`src/rtl/intr_pkg.sv`:
```
// Shared types and helpers for the interrupt/trap controller.
package intr_pkg;

  typedef enum logic [2:0] {IDLE, REQ, SVC, TREQ, TSVC} state_t;

  localparam int MAX_IRQ = 16;

  typedef struct packed {
    logic       valid;
    logic [3:0] idx;
  } prio_t;

  // The trap always takes the vector just above the last maskable channel.
  function automatic int trap_vec(input int n_irq);
    return n_irq;
  endfunction

  function automatic prio_t prio_enc(input logic [MAX_IRQ-1:0] req);
    prio_t r;
    r.valid = 1'b0;
    r.idx   = '0;
    for (int i = MAX_IRQ - 1; i >= 0; i--) begin
      if (req[i]) begin
        r.valid = 1'b1;
        r.idx   = 4'(i);
      end
    end
    return r;
  endfunction

endpackage

```
`src/rtl/intr_sync_edge.sv`:
```
// Synchroniser for one asynchronous line followed by a registered rising-edge
// pulse (EDGE=1) or a registered copy of the synchronised level (EDGE=0).
module intr_sync_edge #(
  parameter int SYNC_STAGES = 2,
  parameter bit EDGE        = 1'b1
) (
  input  logic clk,
  input  logic reset_n,
  input  logic din,
  output logic det
);

  logic [SYNC_STAGES-1:0] sync_reg;
  logic                   det_reg;

  always_ff @(posedge clk or negedge reset_n) begin
    if (!reset_n) sync_reg <= '0;
    else          sync_reg <= {sync_reg[SYNC_STAGES-2:0], din};
  end

  generate
    if (EDGE) begin : g_edge
      logic dly_reg;
      always_ff @(posedge clk or negedge reset_n) begin
        if (!reset_n) begin
          dly_reg <= 1'b0;
          det_reg <= 1'b0;
        end else begin
          dly_reg <= sync_reg[SYNC_STAGES-1];
          det_reg <= sync_reg[SYNC_STAGES-1] & ~dly_reg;
        end
      end
    end else begin : g_level
      always_ff @(posedge clk or negedge reset_n) begin
        if (!reset_n) det_reg <= 1'b0;
        else          det_reg <= sync_reg[SYNC_STAGES-1];
      end
    end
  endgenerate

  assign det = det_reg;

endmodule

```
`src/rtl/intr_ctrl.sv`:
```
// Interrupt/trap controller: synchronises N_IRQ maskable lines plus a trap,
// latches pending bits and hands one vector at a time to the CPU.
module intr_ctrl
  import intr_pkg::*;
#(
  parameter int                N_IRQ       = 8,
  parameter int                VEC_W       = $clog2(N_IRQ + 1),
  parameter logic [N_IRQ-1:0]  EDGE_MODE   = {N_IRQ{1'b1}},
  parameter int                SYNC_STAGES = 2,
  parameter logic [N_IRQ-1:0]  MASK_RST    = {N_IRQ{1'b1}}
) (
  input  logic             clk,
  input  logic             reset_n,
  input  logic [N_IRQ-1:0] irq_in,
  input  logic             trap_in,
  input  logic             mask_we,
  input  logic [N_IRQ-1:0] mask_wdata,
  output logic [N_IRQ-1:0] mask_q,
  output logic [N_IRQ-1:0] pending_q,
  output logic             irq_req,
  output logic [VEC_W-1:0] irq_vec,
  input  logic             irq_ack,
  input  logic             eoi,
  output logic             in_service,
  output logic             in_trap
);

  localparam logic [N_IRQ:0]   EDGE_ALL = {1'b1, EDGE_MODE};
  localparam logic [VEC_W-1:0] TRAP_VEC = VEC_W'(trap_vec(N_IRQ));

  logic [N_IRQ:0]   raw;
  logic [N_IRQ:0]   det;
  state_t           state_reg, state_next;
  logic             ret_svc_reg, ret_svc_next;
  logic [VEC_W-1:0] vec_reg, vec_next;
  logic [N_IRQ-1:0] pending_reg, pending_next;
  logic [N_IRQ-1:0] mask_reg;
  logic [N_IRQ-1:0] clr_edge;
  logic             trap_pend_reg, trap_pend_next, trap_clr;
  prio_t            win;

  assign raw = {trap_in, irq_in};

  // Channel N_IRQ is the trap line, always edge-detected.
  genvar gi;
  generate
    for (gi = 0; gi <= N_IRQ; gi++) begin : g_sync
      intr_sync_edge #(
        .SYNC_STAGES(SYNC_STAGES),
        .EDGE       (EDGE_ALL[gi])
      ) u_sync (
        .clk    (clk),
        .reset_n(reset_n),
        .din    (raw[gi]),
        .det    (det[gi])
      );
    end
  endgenerate

  assign win = prio_enc(MAX_IRQ'(pending_reg & mask_reg));

  always_comb begin
    state_next   = state_reg;
    ret_svc_next = ret_svc_reg;
    vec_next     = vec_reg;
    clr_edge     = '0;
    trap_clr     = 1'b0;
    unique case (state_reg)
      IDLE: begin
        if (trap_pend_reg) begin
          state_next   = TREQ;
          vec_next     = TRAP_VEC;
          ret_svc_next = 1'b0;
        end else if (win.valid) begin
          state_next = REQ;
          vec_next   = VEC_W'(win.idx);
        end
      end
      REQ: begin
        if (irq_ack) begin
          state_next = SVC;
          clr_edge   = EDGE_MODE & (N_IRQ'(1) << vec_reg);
        end
      end
      SVC: begin
        if (eoi) begin
          state_next = IDLE;
        end else if (trap_pend_reg) begin
          state_next   = TREQ;
          vec_next     = TRAP_VEC;
          ret_svc_next = 1'b1;
        end
      end
      TREQ: begin
        if (irq_ack) begin
          state_next = TSVC;
          trap_clr   = 1'b1;
        end
      end
      TSVC: begin
        if (eoi) state_next = ret_svc_reg ? SVC : IDLE;
      end
      default: state_next = IDLE;
    endcase
  end

  // A fresh edge in the same cycle as the ack-clear keeps the bit set.
  assign pending_next   = (EDGE_MODE & ((pending_reg & ~clr_edge) | det[N_IRQ-1:0]))
                        | (~EDGE_MODE & det[N_IRQ-1:0]);
  assign trap_pend_next = (trap_pend_reg & ~trap_clr) | det[N_IRQ];

  always_ff @(posedge clk or negedge reset_n) begin
    if (!reset_n) begin
      state_reg     <= IDLE;
      ret_svc_reg   <= 1'b0;
      vec_reg       <= '0;
      pending_reg   <= '0;
      trap_pend_reg <= 1'b0;
      mask_reg      <= MASK_RST;
    end else begin
      state_reg     <= state_next;
      ret_svc_reg   <= ret_svc_next;
      vec_reg       <= vec_next;
      pending_reg   <= pending_next;
      trap_pend_reg <= trap_pend_next;
      if (mask_we) mask_reg <= mask_wdata;
    end
  end

  assign mask_q     = mask_reg;
  assign pending_q  = pending_reg;
  assign irq_vec    = vec_reg;
  assign irq_req    = (state_reg == REQ) || (state_reg == TREQ);
  assign in_service = (state_reg == SVC);
  assign in_trap    = (state_reg == TSVC);

endmodule

```
`config.mk`:
```
export PLATFORM = sky130hd
export DESIGN_NAME = intr_ctrl
export DESIGN_NICKNAME = d
export VERILOG_FILES = /design/src/rtl/intr_pkg.sv /design/src/rtl/intr_sync_edge.sv /design/src/rtl/intr_ctrl.sv
export SDC_FILE = /design/constraint.sdc
export NUM_CORES = 1
export LEC_CHECK = 0
export CORE_MARGIN = 2
export CORE_UTILIZATION = 50
export CTS_BUF_LIST = sky130_fd_sc_hd__clkbuf_4
export CTS_CLUSTER_DIAMETER = 100
export DETAILED_ROUTE_END_ITERATION = 8
export PLACE_DENSITY = 0.78
export SLEW_MARGIN = 30
export SYNTH_ARGS = -nofsm -noshare
export SYNTH_HDL_FRONTEND = slang
export SYNTH_SLANG_ARGS = --single-unit
```
`constraint.sdc`:
```
create_clock -name clk -period 5.3 [get_ports clk]
set_input_delay 0.53 -clock clk [delete_from_list [all_inputs] [get_ports clk]]
set_output_delay 0.53 -clock clk [all_outputs]
set_load 0.03 [all_outputs]
```
# == Word level (Yosys, flattened, before mapping) ==
# Index checks and enable logic that the tools add are counted.
# word_totals
output_inout_bits,23
regBits,61
elab_cells,115
input_bits,22
# op_classes
n_reduce_logical,6
muxes,38
shifts,1
bitwise_logic,25
n_eq_ne,12
# ops
operator,count
two-way mux 5 bit,16
two-way mux 3 bit,7
bitwise AND 8 bit,2
two-way mux 4 bit,4
two-way mux 8 bit,2
case mux 3 bit (5 select lines),1
bitwise AND 1 bit,10
"inequality test 2 bit, second input constant",5
inverter 1 bit,10
inverter 8 bit,1
bitwise OR 8 bit,1
case mux 4 bit (2 select lines),1
AND reduction 4 bit,2
"left shift 1 x 4 -> 8 bit, first input constant",1
"== test 3 x 2 -> 1 bit, second input constant",2
two-way mux 1 bit,5
AND reduction 5 bit,1
"== test 3 x 1 -> 1 bit, second input constant",1
"== test 3 bit, second input constant",1
zero test 3 bit,1
"inequality test 3 x 2 -> 1 bit, second input constant",1
"inequality test 3 bit, second input constant",1
two-way mux 2 bit,1
"inequality test 2 x 1 -> 1 bit, second input constant",1
4 further kinds,4

# == Depth between registers and ports, before layout ==
# Gate-level depths: netlist of the first run.
# depth
depth_word,18
depth_mapped,6
ltp_nobuf,5

# == By module ==
# A second synthesis of the first run with hierarchy kept.
# unflattened
hier_cells,164
hier_area_um2,2298.5
# by_module_without_submodules
mod,cells_per_inst,seq_area_each_um2,area_each_um2,instances
intr_ctrl,119,635.6,1273.7,1
intr_sync_edge,5,100.1,113.9,9

# == Worst setup path before layout of the first run ==
# Ideal clock, no wire load.
# synth_path
kind,reg-to-reg
start,register mask_reg[6] (netlist: mask_q[6])
end,register vec_reg[0] (netlist: irq_vec[0])
path_buffers,0
path_slack_ps,3482
t_arrival_ps,1693
setup_time_ps,125
period_less_slack_ps,1818
required_ps,5175
path_stages_with_launch,6
cell_sequence,dfstp_2 a22o_1 and3b_1 a41o_2 nand2b_4 mux2_4
# synth_between
elab_chain_cells,11
word_cells_on_any_way,13
classes_between,1 x eq/ne; 10 x mux; 1 x bitwise; 1 x reduce/logical
# synth_lines
element,line,text
start: declaration,intr_ctrl.sv:37,logic [N_IRQ-1:0] mask_reg;
start signal: assignment,intr_ctrl.sv:126,if (mask_we) mask_reg <= mask_wdata;
bitwise AND 8 bit (*),intr_ctrl.sv:60,assign win = prio_enc(MAX_IRQ'(pending_reg & mask_reg));
two-way mux 5 bit (*) (7 in a row),intr_pkg.sv:23,if (req[i]) begin
two-way mux 4 bit,intr_ctrl.sv:74,end else if (win.valid) begin
two-way mux 4 bit,intr_ctrl.sv:70,if (trap_pend_reg) begin
case mux 4 bit (2 select lines),intr_ctrl.sv:68,unique case (state_reg)
end signal: assignment,intr_ctrl.sv:123,vec_reg <= vec_next;
end: declaration,intr_ctrl.sv:35,"logic [VEC_W-1:0] vec_reg, vec_next;"
# Mark *: on every way between the ends. The rest lies on a longest branch, timed or not. The select of a mux whose other input is x is not followed.
# A chain may end at the register's enable or synchronous reset.

# == Final worst setup path of the first run ==
# layout_path
start,register state_reg[1]
end,output in_trap
# layout_between
elab_chain_cells,1
# layout_lines
element,line,text
start: declaration,intr_ctrl.sv:33,"state_t state_reg, state_next;"
start signal: assignment,intr_ctrl.sv:121,state_reg <= state_next;
== test 3 bit,intr_ctrl.sv:135,assign in_trap = (state_reg == TSVC);
end: declaration,intr_ctrl.sv:25,output logic in_trap
# Every way passes these cells.

==> flow_summary_export.csv, run 1 <==
group,metric,value,unit
worst_setup_path,path_max_fanout,12,
synth,synthesis.nets,182,
detailed_routing,drcViolationCount,0,
synth,synth-edff-count,0,
power_and_ir_drop,switching_share,0.325,
timing,finalSetupTns,0,ps
clock_tree,holdBufCountCts,0,
worst_setup_path,r2r-start,"state_reg[1]",
clock_tree,insertion_delay,390,ps
layout,largest_reg_flops,18,
grt,antenna_found_initial,0,
layout,layout-drive-gt1-share,0.179,
floorplan,dieArea,4930,µm²
worst_setup_path,reg2reg_depth,5,
clock_tree,cts_tree,"done",
detailed_routing,viasPerCell,5.34,
layout,final_nets,235,
clock_tree,clkTransAtPathRegs,100,ps
synth,yosysMostFrequentCell,"dfrtp_1",
grt,overflow,0,
clock_tree,cts_buffer_depth,2,
detailed_routing,m1WireLength,1.66,mm
run,cap_viol_max_count,0,
timing,fin_crit_sh,0.480,
synth,synth_cell_types,36,
synth,synth_warnings,0,
worst_setup_path,cp-start-kind,"flip-flop",
grt,grt_pass1_vias,1479,
worst_setup_path,crit_arrival,2010,ps
synth,synthArstFlopShare,1.00,
synth,avgSynthCellArea,13.7,µm²
detailed_routing,route.vias.total,1442,
floorplan,initial_utilization,0.510,
floorplan,core_area,4290,µm²
layout,antennaDiodeCount,0,
timing,maxSlewHeadroom,0.516,
timing,slew_viol_final,0,
detailed_routing,postRouteAntennaNets,0,
power_and_ir_drop,power_density,447,nW/µm²
floorplan,die_y,70.2,µm
detailed_routing,highest_layer,"met4",
min_path,hp-class,"in2async",
synth,synth_top_cells_by_count,"53 x dfrtp_1, 10 x nand2_1, 10 x nor2_1",
detailed_routing,wl,3.94,mm
worst_setup_path,crit_chain,"or2b_1 > nor2_1 > clkdlybuf4s50_1",
detailed_routing,wl_per_cell,14.6,µm
floorplan,ioPinCount,45,
grt,grt_max_degree,62,
worst_setup_path,slowest_delay,670,ps
clock_tree,htreeDepth,3,
placement,gp_congestion,0.811,
synth,yosysTopAreaCellShare,0.605,
synth,syn_inst,160,
timing,worst_pin_slew,725,ps
clock_tree,cts_buffers,9,
clock_tree,clock-root-buffer,"clkbuf_4",
timing,max_freq,393,MHz
worst_setup_path,crit_type,"reg2out",
timing,fin_skew,13.4,ps
detailed_routing,met2_length,1.96,mm
synth,netlist_area,2190,µm²
power_and_ir_drop,p_int,0.851,mW
detailed_routing,dr.first_iter.drc_count,107,
synth,ys_seq_elements,61,
timing,timing.final.crit_period,2540,ps
timing,hold_viol_final,0,
status,status,"finished, final reports clean",
clock_tree,ctsResizeCount,0,
synth,synth_area_leaders,"dfrtp_1 61%, dfstp_2 9.6%, mux2_2 4.1%",
detailed_routing,wl_met3,255,µm
detailed_routing,drtPass1Iterations,4,
timing,setup_viol,0,
clock_tree,cts_sinks,61,
worst_setup_path,setup.worst_path.end_class,"output pin",
worst_setup_path,worst_path_max_delay_cell,"clkdlybuf4s50_1",
synth,synth_area_leader_cell,"dfrtp_1",
timing,rsz0062_at_grt,"no",
floorplan,placementRows,24,
power_and_ir_drop,combPwrFrac,0.274,
worst_setup_path,required,4770,ps
power_and_ir_drop,power_leakage,1.21,nW
worst_setup_path,worst-r2r-setup-slack,3360,ps
layout,synthToLayoutAreaGrowth,28.8,%
grt,grt.total_usage,0.182,
power_and_ir_drop,totalPowerFinal,1.26,mW
placement,dp.cells,254,
power_and_ir_drop,peakVddDrop,0.000189,V
synth,ys_seq_area_frac,0.701,
floorplan,die_w,70.2,µm
grt,grt_pass1_wl,6.65,mm
synth,synth_ff_type,"dfrtp_1",
placement,port_buffers,44,
power_and_ir_drop,seqPwrFrac,0.475,
worst_setup_path,reg2reg_to,"irq_vec[2]",
power_and_ir_drop,p_switching,0.410,mW
power_and_ir_drop,p_clk_frac,0.251,
layout,final_cells,270,
placement,dp_hpwl,2.82,mm
clock_tree,post-cts-setup-buffers,0,
## placed cells by master, fill, tap and decap left out, types with 3 or more instances in the layout
cell             synthesis  layout
clkbuf_4                 0      13
mux2_2                   8       8
a21oi_1                  3       3
nor2_1                  10      10
a21o_1                   3       3
o21ai_0                  4       4
mux2_4                   3       3
clkdlybuf4s50_1          0      43
nand2_1                 10      10
nor2b_1                  9       9
dfstp_2                  8       8
nand3_1                  7       7
inv_1                    4       4
dfrtp_1                 53      53
nand2b_1                 9       9
## logic make-up (layout without fill, tap and decap cells)
group | after synthesis | in the layout | synth area share
AO/OA/AOI/OAI | 26 | 26 | 0.0868
flip-flops | 61 | 61 | 0.701
multiplexers | 11 | 11 | 0.0617
AND/OR/NAND/NOR | 55 | 55 | 0.137
buffers and inverters | 7 | 65 | 0.0131
## critical path, delay by kind of cell, from the launching register on
kind | cells | cell delay [ps]
buf+inv | 1 | 670
flops | 1 | 520
simple gates | 2 | 450
## power groups by stage
| stage | Sequential, mW | Combinational (mW) | Clock, mW |
|---|---|---|---|
| detailed placement | 0.605 | 0.346 | 0 |
| global placement | 0.596 | 0.335 | 0 |
| CTS | 0.596 | 0.347 | 0.324 |
| finish | 0.599 | 0.345 | 0.317 |
| floorplan | 0.618 | 0.199 | 0 |
| global route | 0.607 | 0.371 | 0.347 |
## stage by stage
| step | hold WS (ps) | setup slack, ps | utilization | cell area (µm²) |
|---|---|---|---|---|
| 2_1_floorplan | 234 | 3480 | - | 2190 |
| 3_3_place_gp | 332 | 3180 | 0.625 | 2690 |
| 3_5_place_dp | 335 | 3120 | 0.625 | 2690 |
| 4_1_cts | 288 | 2740 | 0.657 | 2820 |
| 5_1_grt | 314 | 2630 | 0.657 | 2820 |
| 6_report | 281 | 2760 | 0.657 | 2820 |
## layout make-up
type	instances	area (µm²)
fill	321	1470
inverter	4	15.0
sequential	61	1540
tap	52	65.1
clock inverter	3	38.8
multi-input combinational	92	626
timing repair buffer	45	443
clock buffer	13	97.6
## worst max-delay path by stage
stage	start	endpoint	slack, ps	cells past startpoint
global placement	eoi	irq_vec[1]	3180	4
CTS	state_reg[1]	in_trap	2740	3
detailed placement	eoi	irq_vec[2]	3120	4
floorplan	mask_q[6]	irq_vec[0]	3480	5
finish	state_reg[1]	in_trap	2760	3
global route	state_reg[1]	in_trap	2630	3
## routing by layer
layer / vias up / GRT usage
li1: 663 / -
met2: 56 / 0.278
met3: 8 / 0.0693
met4: 0 / 0.107
met1: 715 / 0.221
met5: - / 0
Power figures use the tool's default switching activity.
==> run 2: changes to the inputs <==
- CORE_UTILIZATION: 50 -> 47
- PLACE_DENSITY: 0.78 -> 0.77
- clock period: 5.3 -> 2.3 ns (I/O delays scaled with it)
==> run 2 against run 1 <==
Net effect:
- sequential power increased by 130%
- sequential share of layout area increased by 0.34 points
- global-route usage decreased by 1.1 points
- via count decreased by 0.83%
- design area fell by 0.62%
- sequential cell count did not move
- power increased by 120%
- worst setup slack worse by 2700 ps
- utilization shrank 2.2 points
- highest routed layer unchanged
==> flow_summary_export.csv, run 2 (synthesis results as in run 1) <==
group,metric,value,unit
status,status,"finished, final reports clean",
timing,hold_viol_final,0,
grt,grt_max_degree,30,
layout,fin_area,2800,µm²
worst_setup_path,setup.worst_path.end_class,"output pin",
timing,slew_viol_final,0,
floorplan,die_y,72.3,µm
detailed_routing,wl_per_cell,14.6,µm
layout,final_common_cell,"dfrtp_1",
worst_setup_path,path_max_fanout,10,
timing,max_freq,455,MHz
detailed_routing,route.vias.total,1430,
floorplan,dieArea,5220,µm²
clock_tree,clock-root-buffer,"clkbuf_4",
worst_setup_path,required,2070,ps
timing,setup_viol,0,
grt,grt_pass1_vias,1484,
layout,largest_reg_flops,18,
power_and_ir_drop,power_leakage,1.21,nW
placement,gp_congestion,0.806,
floorplan,core_area,4410,µm²
detailed_routing,dr.first_iter.drc_count,200,
min_path,whs_path_depth,1,
layout,synthToLayoutAreaGrowth,28.0,%
layout,nFillCells,321,
clock_tree,insertion_delay,380,ps
timing,worst_pin_slew,635,ps
clock_tree,cts_sinks,61,
timing,fin_crit_sh,0.956,
detailed_routing,viasPerCell,5.28,
clock_tree,cts_buffer_depth,2,
detailed_routing,drcViolationCount,0,
power_and_ir_drop,totalPowerFinal,2.75,mW
worst_setup_path,crit_family,"buffers and inverters",
detailed_routing,postRouteAntennaNets,0,
min_path,hp-class,"in2reg",
placement,dp_hpwl,2.92,mm
clock_tree,cts_buffers,9,
grt,antenna_found_initial,0,
clock_tree,cts_tree,"done",
detailed_routing,drtPass1Iterations,4,
floorplan,die_w,72.3,µm
worst_setup_path,cp.buffers_inverters,2,
grt,grt.total_usage,0.171,
worst_setup_path,reg2reg_depth,5,
worst_setup_path,cp-start-kind,"flip-flop",
layout,layout-drive-gt1-share,0.169,
floorplan,initial_utilization,0.496,
worst_setup_path,cp.depth,4,
clock_tree,clkTransAtPathRegs,100,ps
grt,grt_pass1_wl,6.66,mm
worst_setup_path,crit_arrival,1970,ps
worst_setup_path,crit_chain,"nor2_1 > nand2_1 > inv_1 > clkdlybuf4s50_1",
grt,overflow,0,
floorplan,ioPinCount,45,
worst_setup_path,worst_path_max_delay_cell,"clkdlybuf4s50_1",
worst_setup_path,slowest_delay,660,ps
clock_tree,htreeDepth,3,
power_and_ir_drop,peakVddDrop,0.000456,V
run,cap_viol_max_count,0,
worst_setup_path,crit_type,"reg2out",
power_and_ir_drop,power_density,981,nW/µm²
layout,layout_common_cells,"53 x dfrtp_1, 42 x clkdlybuf4s50_1, 11 x clkbuf_4",
floorplan,placementRows,24,
layout,seq_area,1540,µm²
placement,dpl_cell_area,2690,µm²
layout,multi_input_area,626,µm²
layout,final_nets,237,
placement,port_buffers,44,
detailed_routing,wl,3.96,mm
timing,fin_skew,11.1,ps
layout,antennaDiodeCount,0,
timing,maxSlewHeadroom,0.574,
timing,timing.final.crit_period,2200,ps
-- run 2: path summary, 6_finish.rpt --
check	startpoint	to	slack (ps)
max	state_reg[0]	in_service	100
min	irq_in[0]	g_sync[0].u_sync.sync_reg[0]	280
max reg2reg	state_reg[1]	irq_vec[0]	330
min reg2reg	g_sync[3].u_sync.sync_reg[0]	g_sync[3].u_sync.sync_reg[1]	350
max in group asynchronous	reset_n	g_sync[2].u_sync.sync_reg[0]	1240
min in group asynchronous	reset_n	irq_vec[2]	390
-- run 2: timing repair --
item                       in CTS  in global routing
hold buffers                    1                  0
buffers inserted                0                  0
setup endpoints to repair       0                  1
gates resized for setup         0                  1
hold endpoints to repair       19                  0
-- run 2: cell type report --
| class | instances | area share |
|---|---|---|
| tap | 52 | 0.0232 |
| timing repair buffer | 47 | 0.165 |
| inverter | 4 | 0.00535 |
| clock inverter | 4 | 0.00580 |
| multi-input combinational | 92 | 0.223 |
| sequential | 61 | 0.548 |
| clock buffer | 11 | 0.0295 |
-- run 2: stage by stage --
step,utilization,instances,setup WS (ps),hold WS [ps],TNS (ps)
2_1_floorplan,-,160,482,-65.6,0
3_3_place_gp,0.610,255,492,272,0
3_5_place_dp,0.610,255,381,291,0
4_1_cts,0.635,271,41.1,267,0
5_1_grt,0.635,271,-0.507,269,-0.507
6_report,0.635,271,100,285,0
-- run 2: worst reg2reg max path, delay by kind of cell, from the launching register on --
family / cells / cell delay, ps
AND/OR/NAND/NOR: 2 / 590
multiplexers: 1 / 310
AO/OA/AOI/OAI: 2 / 380
flip-flops: 1 / 580
-- run 2: routing by layer --
| layer | vias up | part of all wire | GRT usage |
|---|---|---|---|
| met5 | - | 0 | 0 |
| met4 | 0 | 0.014 | 0.113 |
| met3 | 7 | 0.057 | 0.0417 |
| met2 | 58 | 0.51 | 0.279 |
| met1 | 701 | 0.42 | 0.201 |
| li1 | 664 | - | - |
-- run 2: report_power, final --
part           internal, mW  switching (mW)
Combinational         0.375           0.432
Sequential             1.21           0.167
Clock                 0.229           0.337
